[src/rtl/asp_irq_ctrl.sv]
// ASP interrupt aggregator: per-source edge/level capture, mask, software force,
// re-assertion holdoff, and a 64-bit AVMM CSR slave.
module asp_irq_ctrl #(
    parameter int NUM_IRQ_LINES     = 4,
    parameter int NUM_IRQ_USED      = 3,
    parameter int EDGE_MODE_DEFAULT = 'b101,
    parameter int HOLDOFF_CYCLES    = 16,
    parameter int CSR_ADDR_WIDTH    = 3
) (
    input  logic                      clk,
    input  logic                      reset_n,
    input  logic [NUM_IRQ_USED-1:0]   irq_in,
    input  logic [CSR_ADDR_WIDTH-1:0] avs_address,
    input  logic                      avs_read,
    input  logic                      avs_write,
    input  logic [63:0]               avs_writedata,
    input  logic [7:0]                avs_byteenable,
    output logic [63:0]               avs_readdata,
    output logic                      avs_readdatavalid,
    output logic                      avs_waitrequest,
    output logic [NUM_IRQ_LINES-1:0]  irq_out,
    output logic                      irq_any
);

    localparam int U = NUM_IRQ_USED;
    localparam logic [U-1:0] MODE_RST = U'(EDGE_MODE_DEFAULT);
    localparam logic [15:0]  HOLD     = 16'(HOLDOFF_CYCLES);
    localparam logic [63:0]  INFO     = {32'd0, HOLD, 8'(NUM_IRQ_USED), 8'(NUM_IRQ_LINES)};

    localparam logic [CSR_ADDR_WIDTH-1:0] A_STATUS  = CSR_ADDR_WIDTH'(0);
    localparam logic [CSR_ADDR_WIDTH-1:0] A_PENDING = CSR_ADDR_WIDTH'(1);
    localparam logic [CSR_ADDR_WIDTH-1:0] A_MASK    = CSR_ADDR_WIDTH'(2);
    localparam logic [CSR_ADDR_WIDTH-1:0] A_MODE    = CSR_ADDR_WIDTH'(3);
    localparam logic [CSR_ADDR_WIDTH-1:0] A_FORCE   = CSR_ADDR_WIDTH'(4);
    localparam logic [CSR_ADDR_WIDTH-1:0] A_INFO    = CSR_ADDR_WIDTH'(5);

    logic [U-1:0] irq_q, irq_q2, pending, mask, mode, irq_out_r;
    logic [U-1:0] edge_evt, wr_en_bits, wr_bits, w1c, force_set, mode_clr;
    logic [U-1:0] pending_nxt, mask_nxt, mode_nxt, out_nxt;
    logic [63:0]  be_mask, rd_mux;
    logic [15:0]  hold_cnt;
    logic         holdoff_active, falling;

    always_comb begin
        for (int b = 0; b < 8; b++) begin
            be_mask[b*8 +: 8] = {8{avs_byteenable[b]}};
        end
    end

    assign wr_en_bits = be_mask[U-1:0];
    assign wr_bits    = avs_writedata[U-1:0] & wr_en_bits;
    assign edge_evt   = irq_q & ~irq_q2;

    always_comb begin
        w1c       = '0;
        force_set = '0;
        mode_clr  = '0;
        mask_nxt  = mask;
        mode_nxt  = mode;
        if (avs_write) begin
            case (avs_address)
                A_PENDING: w1c       = wr_bits;
                A_FORCE:   force_set = wr_bits;
                A_MASK:    mask_nxt  = (mask & ~wr_en_bits) | wr_bits;
                A_MODE: begin
                    mode_nxt = (mode & ~wr_en_bits) | wr_bits;
                    mode_clr = wr_en_bits;
                end
                default: ;
            endcase
        end
    end

    // Edge sources are sticky with set beating W1C; level sources simply track
    // the sampled input. Any MODE write to a bit discards its pending state.
    always_comb begin
        pending_nxt = '0;
        for (int i = 0; i < U; i++) begin
            if (mode_clr[i]) begin
                pending_nxt[i] = 1'b0;
            end else if (mode[i]) begin
                pending_nxt[i] = edge_evt[i] | force_set[i] | (pending[i] & ~w1c[i]);
            end else begin
                pending_nxt[i] = irq_q[i] | force_set[i];
            end
        end
    end

    assign holdoff_active = (hold_cnt != 16'd0);
    assign out_nxt        = pending & mask & ~{U{holdoff_active}};
    assign falling        = (|irq_out_r) && (out_nxt == '0);

    always_comb begin
        rd_mux = '0;
        case (avs_address)
            A_STATUS:  rd_mux = 64'(irq_q);
            A_PENDING: rd_mux = 64'(pending);
            A_MASK:    rd_mux = 64'(mask);
            A_MODE:    rd_mux = 64'(mode);
            A_INFO:    rd_mux = INFO;
            default:   rd_mux = '0;
        endcase
    end

    always_ff @(posedge clk) begin
        if (!reset_n) begin
            irq_q             <= '0;
            irq_q2            <= '0;
            pending           <= '0;
            mask              <= '1;
            mode              <= MODE_RST;
            irq_out_r         <= '0;
            hold_cnt          <= '0;
            avs_readdatavalid <= 1'b0;
            avs_readdata      <= '0;
        end else begin
            irq_q             <= irq_in;
            irq_q2            <= irq_q;
            pending           <= pending_nxt;
            mask              <= mask_nxt;
            mode              <= mode_nxt;
            irq_out_r         <= out_nxt;
            avs_readdatavalid <= avs_read;
            if (avs_read) begin
                avs_readdata <= rd_mux;
            end
            // The counter is armed on the same edge the outputs drop, so the
            // quiet window starts with the first low cycle of irq_any.
            if (falling && (HOLD != 16'd0)) begin
                hold_cnt <= HOLD;
            end else if (holdoff_active) begin
                hold_cnt <= hold_cnt - 16'd1;
            end
        end
    end

    always_comb begin
        irq_out        = '0;
        irq_out[U-1:0] = irq_out_r;
    end

    assign irq_any         = |irq_out_r;
    assign avs_waitrequest = 1'b0;

endmodule

[config.mk]
export PLATFORM = sky130hd
export DESIGN_NAME = asp_irq_ctrl
export DESIGN_NICKNAME = d
export VERILOG_FILES = /design/src/rtl/asp_irq_ctrl.sv
export SDC_FILE = /design/constraint.sdc
export NUM_CORES = 1
export LEC_CHECK = 0
export BUFFER_PORTS_ARGS = -buffer_cell sky130_fd_sc_hd__buf_2
export CORE_MARGIN = 2
export CORE_UTILIZATION = 25
export CTS_CLUSTER_SIZE = 28
export DETAILED_ROUTE_END_ITERATION = 7
export PLACE_DENSITY = 0.62
export SYNTH_ARGS = -nofsm -noshare
export SYNTH_HDL_FRONTEND = slang
export SYNTH_SLANG_ARGS = --single-unit
[constraint.sdc]
create_clock -name clk -period 2.85 [get_ports clk]
set_input_delay 0.855 -clock clk [delete_from_list [all_inputs] [get_ports clk]]
set_output_delay 0.855 -clock clk [all_outputs]
set_load 0.01 [all_outputs]
==> out/metrics.json, run 1 <==
{
  "setup.worst_path.start_class": "register",
  "synthesis_warning_total": 0,
  "worst_ep_arrival_time_ns": 2.47,
  "wl_per_cell_um": 10.4,
  "synthToLayoutAreaGrowth_pct": 4.19,
  "placed_area_um2": 2380,
  "setup_violations": 0,
  "initial_antenna_violation_count": 0,
  "power_density_nw_per_um2": 939,
  "clock_power_share_pct": 19.0,
  "pin_count": 153,
  "drt-initial-drc-count": 123,
  "dr.pass1.iters": 4,
  "place.detailed.hpwl_mm": 3.17,
  "cts_hold_buffers": 0,
  "synthCells": 265,
  "tns_ns": 0,
  "place_congestion": 0.853,
  "hold_violations": 0,
  "clock_path_buffers": 2,
  "fp-row-count": 35,
  "synth_largest_area_cell": "dfxtp_1",
  "cpPeakStageDelay_ns": 0.58,
  "drive_above_1_share_pct": 19.6,
  "timing.final.max_slew_violations": 0,
  "outcome": "finished clean",
  "synth_flop_cell": "dfxtp_1",
  "synth_enable_flop_cells": 0,
  "antenna_violating_nets_post_route": 0,
  "fmax_ghz": 0.438,
  "die_width_um": 102,
  "net-switching-power_uw": 920,
  "wl_mm": 4.30,
  "max_slew_margin_pct": 29.2,
  "netlist_top_cells_area": "dfxtp_1, buf_4, a211oi_2",
  "overall_overflow_remaining_after_global_route": 0,
  "async_set_or_reset_register_ratio_after_synthesis_pct": 0,
  "finClkSkew_ns": 0.00302,
  "yosys.cell_count.top_type": "buf_4",
  "path_cells": "or4_4, nor4_4, a21boi_2, a2111oi_2",
  "tritoncts_num_sinks": 39,
  "worst_setup_path_end_kind": "register",
  "die_height_um": 102,
  "grt_start_max_net_pins": 24,
  "cell_internal_pwr_uw": 1410,
  "h-tree-depth": 2,
  "route.detailed.drc": 0,
  "synth.avg_cell_area_um2": 9.00,
  "power.share.switching_pct": 39.4,
  "grt_setup_unrepaired": "false",
  "insertedDiodeCount": 0,
  "first_global_vias": 1563,
  "synth.yosys.seq_area_share_pct": 32.7,
  "fraction_of_power_consumed_by_combinational_cells_pct": 46.9,
  "hold_path_class": "reg -> reg",
  "pwr-share-seq_pct": 34.1,
  "insertion_delay_ns": 0.28,
  "worst_path_clk_slew_ns": 0.07,
  "worst-path-max-fanout": 16,
  "critical-path-slowest-cell": "or4_4",
  "cellLeakagePower_uw": 0.00103,
  "cts_tree": "done",
  "post-route-cell-area_um2": 2490,
  "finalWorstPathRequiredPeriod_ns": 2.29,
  "finish.net_count": 370,
  "worst_pin_slew_ns": 1.06,
  "cp.required_ns": 3.04,
  "tritoncts.num_buffers": 5,
  "postCtsSetupRepairBufs": 0,
  "floorplan.initialDensity_pct": 25.8,
  "core_um2": 9240,
  "globalRouteTotalUtil_pct": 8.62,
  "netlist.area_leader.share_pct": 32.7,
  "power.ir.vdd_worst_mv": 0.304,
  "r2r.worst_path.cells": 4,
  "library_cell_used_as_clock_root_buffer": "clkbuf_8",
  "post_cts_resize_count": 0,
  "worst_hold_depth": 2,
  "port_buffers": 24,
  "design.die.area_um2": 10300,
  "synth_top_cells_by_count": "buf_4, dfxtp_1, nand2_1",
  "via_count": 1762,
  "wire_length_of_the_first_global_routing_pass_mm": 7.37,
  "yosys_register_bits": 39,
  "criticalPathCategory": "reg -> reg",
  "drv.max_cap_violation_count": 0,
  "yosysUniqueCellTypes": 49,
  "via_per_instance_ratio": 4.25,
  "mappedNetlistArea_um2": 2390,
  "ratio_of_final_minimum_period_to_clock_period_pct": 80.2
}
[cell usage in the layout, fill, tap and decap left out, types with 4 or more instances in the layout]
cell	count
a211oi_2	10
a21oi_1	7
and2_1	7
buf_2	24
clkbuf_8	5
conb_1	60
dfxtp_1	39
nand2_1	21
nand2b_1	4
nand3_1	6
nor2_1	12
nor2b_1	4
o21ai_0	7
o21ai_1	4
o31ai_1	5
or3_1	10
or4_1	9
[logic make-up (layout without fill, tap and decap cells)]
group | after synthesis | in the layout | synth area share, %
adders and majority gates | 2 | 2 | 1.05
buffers and inverters | 75 | 37 | 22.6
other | 1 | 60 | 0.157
and+or+nand+nor | 93 | 93 | 23.1
xor gates and xnor gates | 1 | 1 | 0.367
DFF | 39 | 39 | 32.7
AOI/OAI and AO/OA | 48 | 48 | 15.9
muxes | 6 | 6 | 4.09
[cell type report]
cell class,instances,area [um^2]
well taps,129,161
clock buffers,5,68.8
repair buffers,26,135
inverters,4,15.0
multi-input cells,210,1290
flip-flops and latches,39,781
clock inverters,2,37.5
fillers,989,6750
[worst max-delay path: cells and delay by family, from the launching register on]
| kind | cells | cell delay, ns |
|---|---|---|
| DFF | 1 | 0.37 |
| AOI/OAI and AO/OA | 2 | 0.75 |
| and+or+nand+nor | 2 | 1.06 |
[stage by stage]
stage	power, uW	utilization, %	worst slack [ns]	cells	hold WS, ns
3_3_place_gp	1870	25.8	0.594	408	0.473
4_1_cts	2350	26.9	0.535	415	0.487
2_1_floorplan	1810	-	0.824	324	0.441
6_report	2340	26.9	0.565	415	0.483
3_5_place_dp	1900	25.8	0.550	408	0.473
5_1_grt	2550	26.9	0.374	415	0.504
[final timing paths]
check,from,to,slack [ns]
max,hold_cnt[6],hold_cnt[1],0.56
max reg2reg,hold_cnt[6],hold_cnt[1],0.56
min reg2reg,register,irq_out_r[1],0.48
min,register,irq_out_r[1],0.48
[power by group through the flow]
stage | logic (uW) | registers [uW] | clock network [uW]
3_5_place_dp | 1090 | 807 | 0
6_report | 1090 | 796 | 444
4_1_cts | 1100 | 795 | 458
5_1_grt | 1240 | 822 | 487
3_3_place_gp | 1070 | 802 | 0
2_1_floorplan | 1040 | 774 | 0
[routing by layer]
metal  part of all wire [%]  up-vias  wire, um  GRT usage, %
met5                      0        -         0             0
met4                   0.42        0        18          1.98
met3                    6.3        3       269          2.28
met2                     46       71      1990          13.7
met1                     47      824      2030          11.7
li1                       -      864         -             -
No activity file was read; power rests on OpenSTA's default activity.
==> run 2: changes to the inputs <==
--- a/config.mk
+++ b/config.mk
@@ -10,7 +10,7 @@
 export CORE_UTILIZATION = 25
 export CTS_CLUSTER_SIZE = 28
 export DETAILED_ROUTE_END_ITERATION = 7
-export PLACE_DENSITY = 0.62
+export PLACE_DENSITY = 0.64
 export SYNTH_ARGS = -nofsm -noshare
 export SYNTH_HDL_FRONTEND = slang
 export SYNTH_SLANG_ARGS = --single-unit
==> constraint.sdc (replaced) <==
create_clock -name clk -period 1.9 [get_ports clk]
set_input_delay 0.57 -clock clk [delete_from_list [all_inputs] [get_ports clk]]
set_output_delay 0.57 -clock clk [all_outputs]
set_load 0.01 [all_outputs]
==> run 2 against run 1 <==
- the flow now finishes with violations (negative setup slack)
- first-iteration DRC count is 32% lower
- utilization rose by 4.8 points
- total power rose by 110%
- final area is 18% higher
- critical path type unchanged
- largest power group unchanged
==> out/metrics.json, run 2 (same netlist as run 1, synthesis figures left out) <==
{
  "outcome": "finished with violations",
  "violations": "negative setup slack",
  "pwr-share-seq_pct": 25.1,
  "design_power_total_uw": 4820,
  "grt_setup_unrepaired": "true",
  "die_width_um": 102,
  "criticalPathCategory": "reg -> reg",
  "globalRouteTotalUtil_pct": 9.71,
  "worst-path-max-fanout": 6,
  "tritoncts.num_buffers": 5,
  "post-route-cell-area_um2": 2930,
  "via_count": 1873,
  "die_height_um": 102,
  "place.detailed.hpwl_mm": 3.56,
  "drv.max_cap_violation_count": 0,
  "cts_hold_buffers": 0,
  "overall_overflow_remaining_after_global_route": 0,
  "fmax_ghz": 0.517,
  "insertedDiodeCount": 0,
  "cts_tree": "done",
  "ratio_of_final_minimum_period_to_clock_period_pct": 102,
  "route.detailed.drc": 0,
  "worst_ep_arrival_time_ns": 2.12,
  "synthToLayoutAreaGrowth_pct": 23.0,
  "setup.worst_path.start_class": "register",
  "hold_violations": 0,
  "clock_path_buffers": 2,
  "cell_internal_pwr_uw": 2910,
  "grt_start_max_net_pins": 20,
  "library_cell_used_as_clock_root_buffer": "clkbuf_8",
  "fraction_of_power_consumed_by_combinational_cells_pct": 63.2,
  "wire_length_of_the_first_global_routing_pass_mm": 8.06,
  "pin_count": 153,
  "cp.required_ns": 2.09,
  "worst_slack_ns": -0.0349,
  "tns_ns": -0.0670,
  "hold_path_class": "in -> reg",
  "worst_setup_path_end_kind": "register",
  "wl_mm": 5.03,
  "antenna_violating_nets_post_route": 0,
  "net-switching-power_uw": 1910,
  "finalWorstPathRequiredPeriod_ns": 1.93,
  "finClkSkew_ns": 0.00649,
  "finish.net_count": 401,
  "wl_per_cell_um": 11.2,
  "first_global_vias": 1714,
  "multi_input_comb_area_um2": 1460,
  "h-tree-depth": 2,
  "port_buffers": 24,
  "initial_antenna_violation_count": 0,
  "core_um2": 9240,
  "layout.cells.most_common": "conb_1",
  "drive_above_1_share_pct": 39.0,
  "insertion_delay_ns": 0.29,
  "fp-row-count": 35,
  "setup_violations": 5,
  "floorplan.initialDensity_pct": 25.8,
  "placed_area_um2": 2600,
  "layout.core_utilization_pct": 31.8,
  "final-seq-area_um2": 793,
  "drt-initial-drc-count": 84,
  "dr.pass1.iters": 4,
  "via_per_instance_ratio": 4.19,
  "timing.final.max_slew_violations": 0,
  "leading_cell_types_in_the_layout_fill_and_taps_excluded": "conb_1, dfxtp_1, buf_4",
  "power.share.switching_pct": 39.6,
  "power_density_nw_per_um2": 1640,
  "place_congestion": 0.812,
  "design.die.area_um2": 10300,
  "power.ir.vdd_worst_mv": 0.598,
  "clock_power_share_pct": 11.7,
  "layout.filler_cells": 969,
  "tritoncts_num_sinks": 39,
  "cellLeakagePower_uw": 0.00123,
  "worst_path_clk_slew_ns": 0.08
}
[run 2: cell type report]
type	count	area share, %
Clock buffer	5	2.35
Clock inverter	3	0.682
Inverter	4	0.512
Multi-Input combinational cell	210	49.6
Sequential cell	39	27.0
Tap cell	129	5.50
Timing Repair Buffer	57	14.3
[run 2: worst paths after layout]
| check | startpoint | endpoint | cells past startpoint | slack, ns |
|---|---|---|---|---|
| worst max-delay path | hold_cnt[10] | hold_cnt[4] | 6 | -0.03 |
| worst min-delay path | irq_in[2] | irq_q[2] | 2 | 0.48 |
| worst max register to register | hold_cnt[10] | hold_cnt[4] | 6 | -0.03 |
| worst min register to register | register | irq_out_r[1] | 2 | 0.49 |
[run 2: what timing repair did]
item                                    CTS  global route
gates cloned                              0             0
endpoints found under the setup margin   19            16
buffers inserted                          1             4
pin swaps                                 7             9
resized for setup                        19            30
[run 2: power by group through the flow]
stage | sequential [uW] | clock, uW | combinational (uW)
2_1_floorplan | 1170 | 0 | 1600
3_3_place_gp | 1170 | 0 | 2170
3_5_place_dp | 1180 | 0 | 2230
4_1_cts | 1180 | 581 | 2510
5_1_grt | 1240 | 604 | 3290
6_report | 1210 | 564 | 3050
[run 2: per-layer routing]
| layer | global-route usage [%] | vias to the layer above | wire, um |
|---|---|---|---|
| li1 | - | 923 | - |
| met1 | 12.5 | 879 | 2240 |
| met2 | 16.2 | 65 | 2480 |
| met3 | 2.07 | 6 | 245 |
| met4 | 3.22 | 0 | 63 |
| met5 | 0 | - | 0 |
[run 2: critical path, stage by stage (launching register included)]
cell     delay (ns)
dfxtp_4        0.37
or4_4          0.56
nor4_4         0.28
buf_6          0.17
buf_4          0.14
nor3b_1        0.05
o31a_1         0.26
[run 2: per-stage QoR]
step                      std cells  hold slack [ns]  setup slack [ns]
after floorplan                 324            0.441           -0.0812
after global placement          434            0.474           -0.0407
after detailed placement        434            0.474            -0.110
after CTS                       443            0.475           -0.0186
after global routing            447            0.491           -0.0926
final                           447            0.479           -0.0349
